===== config.mk =====
export PLATFORM = sky130hd
export DESIGN_NAME = quad_sum_peak_window
export DESIGN_NICKNAME = d
export VERILOG_FILES = /design/src/rtl/quad_sum_peak_window_pkg.sv /design/src/rtl/quad_lane_max.sv /design/src/rtl/quad_sum_peak_window.sv
export SDC_FILE = /design/constraint.sdc
export NUM_CORES = 1
export LEC_CHECK = 0
export BUFFER_PORTS_ARGS = -buffer_cell sky130_fd_sc_hd__buf_2
export CAP_MARGIN = 10
export CORE_ASPECT_RATIO = 0.5
export CORE_MARGIN = 4
export CORE_UTILIZATION = 45
export DETAILED_ROUTE_END_ITERATION = 6
export GPL_ROUTABILITY_DRIVEN = 0
export HOLD_SLACK_MARGIN = 0.06
export PLACE_DENSITY = 0.75
export SLEW_MARGIN = 5
export SYNTH_ARGS = -nofsm -noshare
export SYNTH_HDL_FRONTEND = slang
export SYNTH_SLANG_ARGS = --single-unit

===== constraint.sdc =====
create_clock -name CLK -period 2.5 [get_ports CLK]
set_input_delay 0.5 -clock CLK [delete_from_list [all_inputs] [get_ports CLK]]
set_output_delay 0.5 -clock CLK [all_outputs]
set_load 0.05 [all_outputs]

===== src/rtl/quad_sum_peak_window_pkg.sv =====
// Shared widths, lane encodings and state types for the quad-sum peak window.
package quad_sum_peak_window_pkg;

    localparam int SUM_W  = 13;
    localparam int IDX_W  = 10;
    localparam int CYC_W  = 8;
    localparam int LANE_W = 2;

    typedef logic [SUM_W-1:0]  sum_t;
    typedef logic [LANE_W-1:0] lane_t;
    typedef logic [IDX_W-1:0]  idx_t;

    localparam lane_t LANE_APB = 2'd0;
    localparam lane_t LANE_CPD = 2'd1;
    localparam lane_t LANE_EPF = 2'd2;
    localparam lane_t LANE_GPH = 2'd3;

    typedef enum logic {
        HO_IDLE,
        HO_HOLD
    } ho_state_t;

endpackage


===== src/rtl/quad_lane_max.sv =====
// Combinational 4-to-1 unsigned max; ties resolve to the lowest lane.
module quad_lane_max
    import quad_sum_peak_window_pkg::*;
(
    input  logic [SUM_W-1:0]  lane0,
    input  logic [SUM_W-1:0]  lane1,
    input  logic [SUM_W-1:0]  lane2,
    input  logic [SUM_W-1:0]  lane3,
    output logic [SUM_W-1:0]  max_val,
    output logic [LANE_W-1:0] max_lane
);

    sum_t  lo_val;
    sum_t  hi_val;
    lane_t lo_lane;
    lane_t hi_lane;

    // Strict compares only, so an equal higher lane never wins.
    always_comb begin
        lo_val  = lane0;
        lo_lane = LANE_APB;
        hi_val  = lane2;
        hi_lane = LANE_EPF;
        if (lane1 > lane0) begin
            lo_val  = lane1;
            lo_lane = LANE_CPD;
        end
        if (lane3 > lane2) begin
            hi_val  = lane3;
            hi_lane = LANE_GPH;
        end
        max_val  = lo_val;
        max_lane = lo_lane;
        if (hi_val > lo_val) begin
            max_val  = hi_val;
            max_lane = hi_lane;
        end
    end

endmodule


===== src/rtl/quad_sum_peak_window.sv =====
// Windowed peak finder over four lane sums with a holdoff-gated threshold trigger.
module quad_sum_peak_window
    import quad_sum_peak_window_pkg::*;
#(
    parameter int WINDOW  = 16,
    parameter int HOLDOFF = 4
) (
    input  logic              CLK,
    input  logic              RST,
    input  logic              VALID_IN,
    input  logic [SUM_W-1:0]  APB,
    input  logic [SUM_W-1:0]  CPD,
    input  logic [SUM_W-1:0]  EPF,
    input  logic [SUM_W-1:0]  GPH,
    input  logic [SUM_W-1:0]  THRESHOLD,
    output logic [SUM_W-1:0]  PEAK,
    output logic [IDX_W-1:0]  PEAK_IDX,
    output logic              PEAK_VALID,
    output logic              TRIGGER,
    output logic              HOLDOFF_ACTIVE
);

    localparam int CNT_W = $clog2(WINDOW);
    localparam int HO_W  = (HOLDOFF > 0) ? $clog2(HOLDOFF + 1) : 1;

    logic [1:0] rst_q;
    logic       rst_int;

    // Async assert, release synchronised to CLK.
    always_ff @(posedge CLK or posedge RST) begin
        if (RST) rst_q <= 2'b11;
        else     rst_q <= {rst_q[0], 1'b0};
    end

    assign rst_int = rst_q[1];

    sum_t  lm_val;
    lane_t lm_lane;

    quad_lane_max u_max (
        .lane0    (APB),
        .lane1    (CPD),
        .lane2    (EPF),
        .lane3    (GPH),
        .max_val  (lm_val),
        .max_lane (lm_lane)
    );

    logic [CNT_W-1:0] cnt;
    logic             cnt_last;
    logic             s1_valid;
    logic             s1_last;
    sum_t             s1_val;
    lane_t            s1_lane;
    logic [CYC_W-1:0] s1_idx;

    assign cnt_last = (cnt == CNT_W'(WINDOW - 1));

    always_ff @(posedge CLK or posedge rst_int) begin
        if (rst_int) begin
            cnt      <= '0;
            s1_valid <= 1'b0;
            s1_last  <= 1'b0;
            s1_val   <= '0;
            s1_lane  <= '0;
            s1_idx   <= '0;
        end else begin
            s1_valid <= VALID_IN;
            if (VALID_IN) begin
                s1_val  <= lm_val;
                s1_lane <= lm_lane;
                s1_idx  <= CYC_W'(cnt);
                s1_last <= cnt_last;
                cnt     <= cnt_last ? '0 : cnt + CNT_W'(1);
            end
        end
    end

    sum_t  run_max;
    idx_t  run_idx;
    logic  take;
    logic  close;
    sum_t  fin_val;
    idx_t  fin_idx;

    // Index 0 restarts the window; otherwise only a strictly larger value wins.
    assign take    = (s1_idx == '0) || (s1_val > run_max);
    assign fin_val = take ? s1_val : run_max;
    assign fin_idx = take ? {s1_idx, s1_lane} : run_idx;
    assign close   = s1_valid && s1_last;

    ho_state_t       ho_state;
    ho_state_t       ho_state_nxt;
    logic [HO_W-1:0] ho_cnt;
    logic [HO_W-1:0] ho_cnt_nxt;
    logic            trig_nxt;

    always_comb begin
        ho_state_nxt = ho_state;
        ho_cnt_nxt   = ho_cnt;
        trig_nxt     = 1'b0;
        if (close) begin
            unique case (ho_state)
                HO_IDLE: begin
                    if (fin_val >= THRESHOLD) begin
                        trig_nxt     = 1'b1;
                        ho_cnt_nxt   = HO_W'(HOLDOFF);
                        ho_state_nxt = (HOLDOFF > 0) ? HO_HOLD : HO_IDLE;
                    end
                end
                HO_HOLD: begin
                    ho_cnt_nxt = ho_cnt - HO_W'(1);
                    if (ho_cnt == HO_W'(1)) ho_state_nxt = HO_IDLE;
                end
                default: ho_state_nxt = HO_IDLE;
            endcase
        end
    end

    always_ff @(posedge CLK or posedge rst_int) begin
        if (rst_int) begin
            run_max    <= '0;
            run_idx    <= '0;
            PEAK       <= '0;
            PEAK_IDX   <= '0;
            PEAK_VALID <= 1'b0;
            TRIGGER    <= 1'b0;
            ho_state   <= HO_IDLE;
            ho_cnt     <= '0;
        end else begin
            PEAK_VALID <= close;
            TRIGGER    <= trig_nxt;
            ho_state   <= ho_state_nxt;
            ho_cnt     <= ho_cnt_nxt;
            if (s1_valid) begin
                run_max <= fin_val;
                run_idx <= fin_idx;
            end
            if (close) begin
                PEAK     <= fin_val;
                PEAK_IDX <= fin_idx;
            end
        end
    end

    assign HOLDOFF_ACTIVE = (ho_state == HO_HOLD);

endmodule


# Word-level counts from Yosys, hierarchy flattened
# Cells that the tools add are included.
[classes]
n_reduce_logical = 4
n_eq_ne = 3
n_bitwise = 1
muxes = 16
n_div = 0
order_cmp = 5
add_sub_neg = 2
shift = 0
multipliers = 0
[op_table]
columns = ["op", "n"]
rows = [
  ["greater-than comparator 13 bit", 4],
  ["2-to-1 mux 13 bit", 4],
  ["greater-or-equal comparator 13 bit", 1],
  ["2-to-1 mux 10 bit", 1],
  ["zero test 8 bit", 1],
  ["2-to-1 mux 1 bit", 6],
  ["one-hot mux 3 bit (2 select lines)", 1],
  ["adder 4 x 1 -> 4 bit (second input constant)", 1],
  ["equality test 4 bit (second input constant)", 1],
  ["2-to-1 mux 4 bit", 1],
  ["equality test 3 x 1 -> 1 bit (second input constant)", 1],
  ["2-to-1 mux 3 bit", 1],
  ["subtractor 3 x 1 -> 3 bit (second input constant)", 1],
  ["2-to-1 mux 2 bit", 1],
  ["inequality test 2 bit (second input constant)", 1],
  ["one-hot mux 1 bit (2 select lines)", 1],
  ["AND reduction 2 bit", 1],
  ["logical AND 1 bit", 1],
  ["logical OR 1 bit", 1],
  ["NOT 1 bit", 1],
]
[word_totals]
word_cells = 46
mem_bits_rw = 0
regBits = 79
mem_count = 0
input_bits = 68
output_inout_bits = 26
latch_bits = 0
romBits = 0

# Longest topological paths before layout
# Gate-level depths: netlist of the first run.
[logic_depth]
ltp_word = 7
depth_mapped = 17
mapped_depth_nobuf = 15

# Hierarchy
# Synthesis of the first run repeated with hierarchy kept, for this count alone.
[hier_totals]
hier_cells = 510
area_unflattened_um2 = 5439.0
[modules_own_cells]
columns = ["module", "cells_each", "seq_area_each_um2", "area_each_um2", "n_inst"]
rows = [
  ["quad_sum_peak_window", 324, 1979.4, 3998.8, 1],
  ["quad_lane_max", 186, 0.0, 1440.1, 1],
]

# Worst setup path before layout of the first run
# No wires, ideal clock.
[synth_path]
path_type = "input to register"
start = "in EPF[11]"
end = "reg s1_val[0]"
path_buffers = 2
arrival_time_ns = 3.696
stages = 17
setup_time_ns = 0.104
slack_ns = -1.300
required_time_ns = 2.396
cell_sequence = "inv_1 > ha_1 > a21oi_1 > nand2_1 > a221oi_1 > a21oi_1 > buf_4 > mux2i_1 > inv_1 > ha_1 > a21o_1 > a21oi_1 > o21ai_0 > a2111oi_2 > nor3_1 > buf_2 > a221oi_1"
[synth_via]
elab_chain_cells = 4
[synth_lines]
columns = ["item", "line_no", "text"]
rows = [
  ["start: declaration", "quad_sum_peak_window.sv:13", "input logic [SUM_W-1:0] EPF,"],
  ["greater-than comparator 13 bit", "quad_lane_max.sv:28", "if (lane3 > lane2) begin"],
  ["2-to-1 mux 13 bit *", "quad_lane_max.sv:28", ""],
  ["greater-than comparator 13 bit", "quad_lane_max.sv:34", "if (hi_val > lo_val) begin"],
  ["2-to-1 mux 13 bit *", "quad_lane_max.sv:34", ""],
  ["end signal: assignment", "quad_sum_peak_window.sv:70", "s1_val <= lm_val;"],
  ["end: declaration", "quad_sum_peak_window.sv:53", "sum_t s1_val;"],
]
# Every way passes the cells marked *; elsewhere a longest branch is shown, timed or not.
# A chain may end at the register's enable or synchronous reset.

# Worst setup path after layout of the first run
[layout_path]
start = "reg run_max[10]"
end = "reg ho_cnt[1]"
[layout_via]
elab_chain_cells = 6
[layout_lines]
columns = ["item", "line_no", "text"]
rows = [
  ["start: declaration", "quad_sum_peak_window.sv:79", "sum_t run_max;"],
  ["start signal: assignment", "quad_sum_peak_window.sv:136", "run_max <= fin_val;"],
  ["greater-than comparator 13 bit", "quad_sum_peak_window.sv:87", "assign take = (s1_idx == '0) || (s1_val > run_max);"],
  ["logical OR 1 bit", "quad_sum_peak_window.sv:87", ""],
  ["2-to-1 mux 13 bit *", "quad_sum_peak_window.sv:88", "assign fin_val = take ? s1_val : run_max;"],
  ["net fin_val[10]", "quad_sum_peak_window.sv:83", "sum_t fin_val;"],
  ["greater-or-equal comparator 13 bit *", "quad_sum_peak_window.sv:105", "if (fin_val >= THRESHOLD) begin"],
  ["inequality test 2 bit (no line) *", "-", ""],
  ["AND reduction 2 bit (no line) *", "-", ""],
  ["end signal: assignment", "quad_sum_peak_window.sv:134", "ho_cnt <= ho_cnt_nxt;"],
  ["end: declaration", "quad_sum_peak_window.sv:94", "logic [HO_W-1:0] ho_cnt;"],
]
# Mark *: on every way through the listed nets, which the timed path passes. The rest lies on a longest branch.

==> metrics.md, run 1 <==
| Metric | Value |
|---|---|
| Maximum number of pins on one net before global-route repair | `78` |
| Worst endpoint required time | `2.74 ns` |
| First-pass GRT wire length | `27.5 mm` |
| Worst setup path category | `flip-flop to flip-flop` |
| Clock buffer depth | `2` |
| Antenna violations before repair | `0` |
| Yosys synthesis warning count | `0` |
| Iteration count of the initial detailed-routing pass | `5` |
| Net load switching power | `4.68 mW` |
| Per-cell routed wire length | `21.0 um` |
| Ports placed on the boundary | `94` |
| Footprint of the multi-input gates | `4040 um^2` |
| Reg clk slew, reported paths | `0.07 ns` |
| Final WS setup | `-1.08 ns` |
| Clock buffer count from CTS | `9` |
| Endpoint kind of the worst setup timing path | `flip-flop` |
| Leak | `4.31 nW` |
| Average cell area after synthesis | `9.43 um^2` |
| DRC errors left | `0` |
| Total nets after synthesis | `703` |
| Nature of the critical path startpoint | `flip-flop` |
| Top FF cell, synth | `sky130_fd_sc_hd__dfrtp_1` |
| Post-synthesis register bit count | `79` |
| Final max-slew violation count | `0` |
| Post-synthesis to final-layout area growth | `67.4%` |
| DRT iter0 DRCs | `497` |
| Share of synthesized cell area in and, or, nand and nor gates | `0.109` |
| Clock latency of the later-clocked register in the worst-skew pair | `0.35 ns` |
| Post-synthesis cell type count | `49` |
| Final period util | `1.43` |
| FF-to-FF path depth | `16` |
| Clock period minus worst slack | `3.58 ns` |
| Relative slew margins | `0.493` |
| CTS Sinks | `79` |
| Maximum clock skew at final layout | `0.0102 ns` |
| Reg power frac | `0.197` |
| Clock network fraction of total power | `0.127` |
| CTS tree | `done` |
| Unrepaired setup endpoints after global routing | `true` |
| Initial standard-cell utilization of the core | `0.474` |
| Top achievable clock speed | `279 MHz` |
| Worst Hold Margin | `0.167 ns` |
| H-tree depth reported by CTS | `3` |
| GRT Total Usage | `0.246` |
| Wirelength, routed | `20.7 mm` |
| Cell Area, Placed | `7150 um^2` |
| Area of all placed cells without fillers | `8950 um^2` |
| Count of flip-flops with a built-in enable after synthesis | `0` |
| Setup-violating endpoint count in the final report | `57` |
| Xor-xnor portion of the synthesized cell area | `0.00164` |
| Total number of vias | `5753` |
| Gate count after technology mapping | `567` |
| Num rows | `27` |
| Power per standard cell area | `1180 nW/um^2` |
| Via count of the first global-routing pass | `5530` |
| Slew at the pin closest to its max-slew limit | `0.756 ns` |
| Main combinational cell family by area after synthesis | `compound AO/OA/AOI/OAI gates` |
| Register area | `1980 um^2` |
| Half-perimeter wire length of the detailed placement result | `11.4 mm` |
| Maximum resistive drop on vdd | `0.662 mV` |
| Capture point of the worst reg-to-reg path | `ho_cnt[1]` |
| Fraction of layout cells with a size suffix above 1 | `0.561` |
| Width of the die | `162 um` |
| Chip height | `85.1 um` |
| Worst reg2reg setup slack | `-1.08 ns` |
| Filler cell count | `629` |
| Share of power burned in combinational logic | `0.676` |
| Number of nets in the layout | `960` |
| Die Outline Area | `13800 um^2` |
| Startpoint of the worst-slack reg-to-reg timing path | `run_max[10]` |
| CP arrival | `3.82 ns` |
| Cell internal pwr | `5.92 mW` |
| Sequential fraction of the synthesis area | `0.370` |
| Vias per cell | `5.82` |
| Core Area | `11300 um^2` |
| Synthesized-area fraction occupied by ao, oa, aoi and oai cells | `0.189` |
| Input/output buffers | `93` |
| Synthesized-area fraction occupied by adder cells | `0.159` |
| Violations in the final reports | `negative setup slack` |
| # Max-Cap Violations | `0` |
| Aggregate global routing overflow | `0` |
| Portion of netlist area occupied by mux cells | `0.0950` |
| Hold violation total from the final report | `0` |
| Outcome | `finished with violations` |
| Clock root buffer master | `sky130_fd_sc_hd__clkbuf_16` |
| Largest fanout on the critical path | `8` |
| Inserted Diodes | `0` |
| Post-Syn Area | `5350 um^2` |
| Tightest Hold Check Type | `input pin to async pin` |
| Remaining antenna violation count after routing | `0` |
| Fraction of power spent switching nets | `0.442` |
| Share of flip-flops with an asynchronous set or reset | `1.00` |
[through the flow]
stage	TNS (ns)	setup WS (ns)	cells	total power [mW]	utilization
2_1_floorplan	-17.84	-1.02	567	4.95	-
3_3_place_gp	-28.55	-1.55	914	6.24	0.633
3_5_place_dp	-32.81	-1.73	914	6.43	0.633
4_1_cts	-18.42	-0.892	963	8.80	0.719
5_1_grt	-33.48	-1.22	988	11.1	0.794
6_report	-28.71	-1.08	988	10.6	0.794
[worst max-delay path: stages, from the launching register on]
cell	delay, ns
sky130_fd_sc_hd__dfrtp_1	0.42
sky130_fd_sc_hd__inv_2	0.11
sky130_fd_sc_hd__ha_4	0.21
sky130_fd_sc_hd__a21o_1	0.15
sky130_fd_sc_hd__a21o_1	0.19
sky130_fd_sc_hd__a21o_1	0.24
sky130_fd_sc_hd__o31a_1	0.39
sky130_fd_sc_hd__buf_6	0.18
sky130_fd_sc_hd__o21ai_2	0.15
sky130_fd_sc_hd__o21ai_2	0.09
sky130_fd_sc_hd__ha_1	0.31
sky130_fd_sc_hd__a21o_1	0.17
sky130_fd_sc_hd__a21o_1	0.17
sky130_fd_sc_hd__a21oi_1	0.16
sky130_fd_sc_hd__o21a_1	0.19
sky130_fd_sc_hd__o211ai_1	0.12
sky130_fd_sc_hd__o221ai_1	0.22
[worst max-delay path by stage]
stage                 to         from  cells after the start
2_1_floorplan  s1_val[0]       EPF[6]                     17
3_3_place_gp   s1_val[9]       APB[8]                     17
3_5_place_dp   s1_val[9]       EPF[4]                     17
4_1_cts        ho_cnt[1]   run_max[1]                     16
5_1_grt        ho_cnt[1]  run_max[10]                     16
6_report       ho_cnt[1]  run_max[10]                     16
[timing repair]
item                                    4_1_cts  5_1_grt
gates cloned                                  2        0
setup buffers                                31       35
endpoints found under the setup margin       43       66
resized for setup                           108      134
hold buffers                                  0        0
pin swaps                                    50       71
[logic make-up (layout without fill, tap and decap cells)]
group           count (synthesis)  in the layout
buf+inv                       100            361
mux                            48             48
xor+xnor                        1              1
flops                          79             79
simple gates                  121            122
fa+ha+maj                      68             68
other cells                     1              1
compound gates                149            149
[sequential cells by signal, indices dropped and copies added (netlist names), 2 cells and up]
signal    cells
PEAK_IDX     10
PEAK         13
cnt           4
s1_val       13
rst_q         2
s1_lane       2
s1_idx        4
run_idx      10
run_max      13
ho_cnt        3
[metal layers]
metal	vias up	part of all wire	GRT usage	wire length, um
li1	2575	-	-	-
met1	2766	0.41	0.335	8580
met2	348	0.47	0.408	9840
met3	64	0.075	0.0505	1540
met4	0	0.036	0.0560	750
met5	-	0	0	0
[layout by cell type, fill, tap and decap left out, types with 11 or more instances in the layout]
cell type                    n
sky130_fd_sc_hd__buf_2      70
sky130_fd_sc_hd__inv_1      47
sky130_fd_sc_hd__o21ai_2    13
sky130_fd_sc_hd__buf_6      47
sky130_fd_sc_hd__buf_4     141
sky130_fd_sc_hd__a221oi_2   13
sky130_fd_sc_hd__o211ai_1   14
sky130_fd_sc_hd__mux2i_1    11
sky130_fd_sc_hd__nor2_1     24
sky130_fd_sc_hd__nand3_1    14
sky130_fd_sc_hd__nand2_1    41
sky130_fd_sc_hd__ha_4       30
sky130_fd_sc_hd__mux2_4     18
sky130_fd_sc_hd__a21oi_2    15
sky130_fd_sc_hd__ha_1       37
sky130_fd_sc_hd__nand4_1    13
sky130_fd_sc_hd__dfrtp_1    77
sky130_fd_sc_hd__o21ai_1    12
sky130_fd_sc_hd__o21ai_0    17
sky130_fd_sc_hd__inv_2      20
[layout make-up]
type | instances | area share
Clock buffer | 10 | 0.0256
Clock inverter | 6 | 0.00797
Inverter | 77 | 0.0365
Multi-Input combinational cell | 389 | 0.451
Sequential cell | 79 | 0.221
Tap cell | 159 | 0.0222
Timing Repair Buffer | 268 | 0.236
[power by group through the flow]
stage	Sequential (mW)	Clock, mW	Combinational, mW
after CTS	2.00	1.32	5.48
after floorplan	2.50	0	2.45
after detailed placement	2.00	0	4.43
after global routing	2.13	1.39	7.54
after global placement	1.98	0	4.26
final	2.09	1.35	7.17
[synthesized netlist by cell type, types with 2 or more instances]
master,number,area (um^2)
sky130_fd_sc_hd__buf_6,2,22.5
sky130_fd_sc_hd__o221ai_1,2,17.5
sky130_fd_sc_hd__o311ai_1,9,78.8
sky130_fd_sc_hd__and2_1,5,31.3
sky130_fd_sc_hd__mux2_2,7,78.8
sky130_fd_sc_hd__mux2_1,15,169
sky130_fd_sc_hd__o21a_1,5,37.5
sky130_fd_sc_hd__and3_1,2,12.5
sky130_fd_sc_hd__clkbuf_1,13,48.8
sky130_fd_sc_hd__inv_1,76,285
sky130_fd_sc_hd__mux2i_1,26,260
sky130_fd_sc_hd__nor2_1,25,93.8
sky130_fd_sc_hd__buf_4,3,22.5
sky130_fd_sc_hd__nand3_1,16,80.1
sky130_fd_sc_hd__nor2b_1,3,18.8
sky130_fd_sc_hd__nor3_1,3,15.0
sky130_fd_sc_hd__a21boi_0,3,22.5
sky130_fd_sc_hd__dfstp_2,2,52.6
sky130_fd_sc_hd__o311ai_0,3,26.3
sky130_fd_sc_hd__o31a_1,2,17.5
sky130_fd_sc_hd__dfrtp_1,77,1930
sky130_fd_sc_hd__a221oi_1,14,123
sky130_fd_sc_hd__a21o_1,10,75.1
sky130_fd_sc_hd__buf_1,2,7.51
sky130_fd_sc_hd__buf_2,3,15.0
sky130_fd_sc_hd__nand2_1,43,161
sky130_fd_sc_hd__a31oi_1,9,56.3
sky130_fd_sc_hd__nor4_1,2,12.5
sky130_fd_sc_hd__a21oi_1,27,135
sky130_fd_sc_hd__ha_1,68,851
sky130_fd_sc_hd__nand4_1,13,81.3
sky130_fd_sc_hd__o211ai_1,14,105
sky130_fd_sc_hd__and4_1,3,26.3
sky130_fd_sc_hd__or2_2,2,12.5
sky130_fd_sc_hd__o21ai_0,42,210
sky130_fd_sc_hd__o31ai_1,3,22.5
(Power assumes the default switching activity.)
==> run 2, diff against run 1 <==
- CORE_ASPECT_RATIO: 0.5 -> 0.7
==> run 2 against run 1 <==
  * The run ends with design-rule violations, negative setup slack left
  * Clock-buffer cell count rose by 2
  * Setup slack worse by 0.39 ns
  * Die area fell by 0.56%
  * Sequential share of layout area down 0.12 points
  * Sequential power about the same
  * Worst hold slack better by 0.0036 ns
  * Critical path type is now input pin to flip-flop
==> metrics.md, run 2 (synthesis gave the netlist of run 1 again) <==
| Metric | Value |
|---|---|
| Outcome | `finished with violations (unchanged)` |
| Violations in the final reports | `design-rule violations, negative setup slack (was negative setup slack)` |
| Unrepaired setup endpoints after global routing | `true (unchanged)` |
| Setup Slack @ Placement | `-1.98 ns (was -1.73 ns)` |
| Final period util | `1.59 (was 1.43)` |
| Hold violation total from the final report | `0 (unchanged)` |
| First-pass GRT wire length | `28.8 mm (was 27.5 mm)` |
| Cell Area, Placed | `7270 um^2 (was 7150 um^2)` |
| Clock buffer count from CTS | `9 (unchanged)` |
| Antenna violations before repair | `0 (unchanged)` |
| # Max-Cap Violations | `0 (unchanged)` |
| Number of buffers inserted for hold repair after clock tree synthesis | `0 (unchanged)` |
| Core Area | `11600 um^2 (was 11300 um^2)` |
| Wirelength, routed | `22.4 mm (was 20.7 mm)` |
| Final max-slew violation count | `0 (unchanged)` |
| Maximum number of pins on one net before global-route repair | `78 (unchanged)` |
| Die Outline Area | `13700 um^2 (was 13800 um^2)` |
| CTS Sinks | `79 (unchanged)` |
| Inserted Diodes | `0 (unchanged)` |
| Remaining antenna violation count after routing | `0 (unchanged)` |
| Maximum clock skew at final layout | `0.00591 ns (was 0.0102 ns)` |
| Aggregate global routing overflow | `0 (unchanged)` |
| Area of all placed cells without fillers | `9000 um^2 (was 8950 um^2)` |
| Via count of the first global-routing pass | `5802 (was 5530)` |
| Post-synthesis to final-layout area growth | `68.3% (was 67.4%)` |
| Vias per cell | `6.07 (was 5.82)` |
| CTS tree | `done (unchanged)` |
| Final WS setup | `-1.47 ns (was -1.08 ns)` |
| Relative slew margins | `0.503 (was 0.493)` |
| Worst Hold Margin | `0.171 ns (was 0.167 ns)` |
| Largest fanout on the critical path | `4 (was 8)` |
| Worst setup path category | `input pin to flip-flop (was flip-flop to flip-flop)` |
| Input/output buffers | `93 (unchanged)` |
| Clock root buffer master | `sky130_fd_sc_hd__clkbuf_16 (unchanged)` |
| GRT Total Usage | `0.259 (was 0.246)` |
| Top achievable clock speed | `252 MHz (was 279 MHz)` |
| FF-to-FF path depth | `16 (unchanged)` |
| Worst endpoint required time | `2.73 ns (was 2.74 ns)` |
| Initial standard-cell utilization of the core | `0.459 (was 0.474)` |
| H-tree depth reported by CTS | `3 (unchanged)` |
| Setup-violating endpoint count in the final report | `65 (was 57)` |
| Total number of vias | `5982 (was 5753)` |
| Most frequent cells in the layout | `143 x sky130_fd_sc_hd__buf_4, 78 x sky130_fd_sc_hd__buf_2, 77 x sky130_fd_sc_hd__dfrtp_1 (was 141 x sky130_fd_sc_hd__buf_4, 77 x sky130_fd_sc_hd__dfrtp_1, 70 x sky130_fd_sc_hd__buf_2)` |
| Num rows | `33 (was 27)` |
| CP arrival | `4.20 ns (was 3.82 ns)` |
| Half-perimeter wire length of the detailed placement result | `11.9 mm (was 11.4 mm)` |
| Filler cell count | `672 (was 629)` |
| Power per standard cell area | `1140 nW/um^2 (was 1180 nW/um^2)` |
| Ports placed on the boundary | `94 (unchanged)` |
| Fraction of layout cells with a size suffix above 1 | `0.554 (was 0.561)` |
| Chip height | `99.2 um (was 85.1 um)` |
| Largest registers | `PEAK: 13 flops, run_max: 13 flops, s1_val: 13 flops (unchanged)` |
| Number of nets in the layout | `960 (unchanged)` |
| Nature of the critical path startpoint | `input pin (was flip-flop)` |
| Per-cell routed wire length | `22.7 um (was 21.0 um)` |
| Clock period minus worst slack | `3.97 ns (was 3.58 ns)` |
| Footprint of the multi-input gates | `4090 um^2 (was 4040 um^2)` |
| Most common library cell in the layout ignoring fill and taps | `sky130_fd_sc_hd__buf_4 (unchanged)` |
| Reg clk slew, reported paths | `0.06 ns (was 0.07 ns)` |
| DRT iter0 DRCs | `566 (was 497)` |
| Register area | `1980 um^2 (unchanged)` |
| Maximum resistive drop on vdd | `0.879 mV (was 0.662 mV)` |
| Clock buffer depth | `2 (unchanged)` |
| Tightest Hold Check Type | `input pin to async pin (unchanged)` |
| Slew at the pin closest to its max-slew limit | `0.741 ns (was 0.756 ns)` |
| Endpoint kind of the worst setup timing path | `flip-flop (unchanged)` |
| Leak | `4.32 nW (was 4.31 nW)` |
| DRC errors left | `1 (was 0)` |
| Clock latency of the later-clocked register in the worst-skew pair | `0.34 ns (was 0.35 ns)` |
| Iteration count of the initial detailed-routing pass | `7 (was 5)` |
| Width of the die | `138 um (was 162 um)` |
-- run 2: timing repair --
item / in CTS / in global routing
pin swaps: 53 / 53
gates resized for setup: 135 / 92
setup endpoints to repair: 49 / 65
cloned: 3 / 1
buffers inserted: 18 / 25
-- run 2: cell type report --
type	count	area share
Multi-Input combinational cell	389	0.454
Timing Repair Buffer	268	0.234
Tap cell	157	0.0218
Sequential cell	79	0.220
Clock inverter	4	0.00611
Clock buffer	12	0.0274
Inverter	77	0.0365
-- run 2: path summary, 6_finish.rpt --
kind                                  from         end  slack [ns]
worst max-delay path                APB[2]  s1_val[11]       -1.47
worst min-delay path                   RST    rst_q[1]        0.17
worst max register to register  run_max[3]   ho_cnt[1]       -1.03
worst min register to register    rst_q[1]    PEAK[12]        0.34
max in group asynchronous         rst_q[1]     PEAK[5]        1.84
min in group CLK                  rst_q[0]    rst_q[1]        0.36
-- run 2: critical path, stage by stage --
cell and delay (ns):
sky130_fd_sc_hd__buf_2 0.10, sky130_fd_sc_hd__inv_1 0.06, sky130_fd_sc_hd__ha_1 0.34, sky130_fd_sc_hd__nand3_1 0.13
sky130_fd_sc_hd__a21boi_1 0.11, sky130_fd_sc_hd__o31ai_2 0.48, sky130_fd_sc_hd__a21oi_2 0.16, sky130_fd_sc_hd__buf_4 0.17
sky130_fd_sc_hd__buf_6 0.14, sky130_fd_sc_hd__mux2i_4 0.19, sky130_fd_sc_hd__ha_1 0.31, sky130_fd_sc_hd__buf_4 0.16
sky130_fd_sc_hd__a21oi_1 0.20, sky130_fd_sc_hd__a21boi_0 0.20, sky130_fd_sc_hd__a2111oi_4 0.33, sky130_fd_sc_hd__nor3_4 0.12
sky130_fd_sc_hd__buf_6 0.16, sky130_fd_sc_hd__a221oi_4 0.33
-- run 2: stage by stage --
step / total power [mW] / std cells / utilization / TNS (ns)
2_1_floorplan: 4.95 / 567 / - / -17.84
3_3_place_gp: 6.33 / 930 / 0.624 / -32.38
3_5_place_dp: 6.59 / 930 / 0.624 / -37.48
4_1_cts: 8.84 / 966 / 0.718 / -22.18
5_1_grt: 10.7 / 986 / 0.773 / -44.04
6_report: 10.3 / 986 / 0.773 / -41.66
-- run 2: where the power goes --
part	switching, mW	leakage, nW	internal [mW]	total (mW)
Combinational	3.65	3.22	3.22	6.87
Clock	0.528	0.143	0.805	1.33
Sequential	0.363	0.954	1.72	2.09
Total	4.54	4.32	5.74	10.3
-- run 2: layer usage --
metal / wire (um) / GRT usage / vias up / share of wire
met4: 1400 / 0.0934 / 0 / 0.062
li1: - / - / 2572 / -
met2: 10800 / 0.445 / 410 / 0.48
met3: 1990 / 0.0615 / 155 / 0.089
met5: 0 / 0 / - / 0
met1: 8250 / 0.323 / 2845 / 0.37
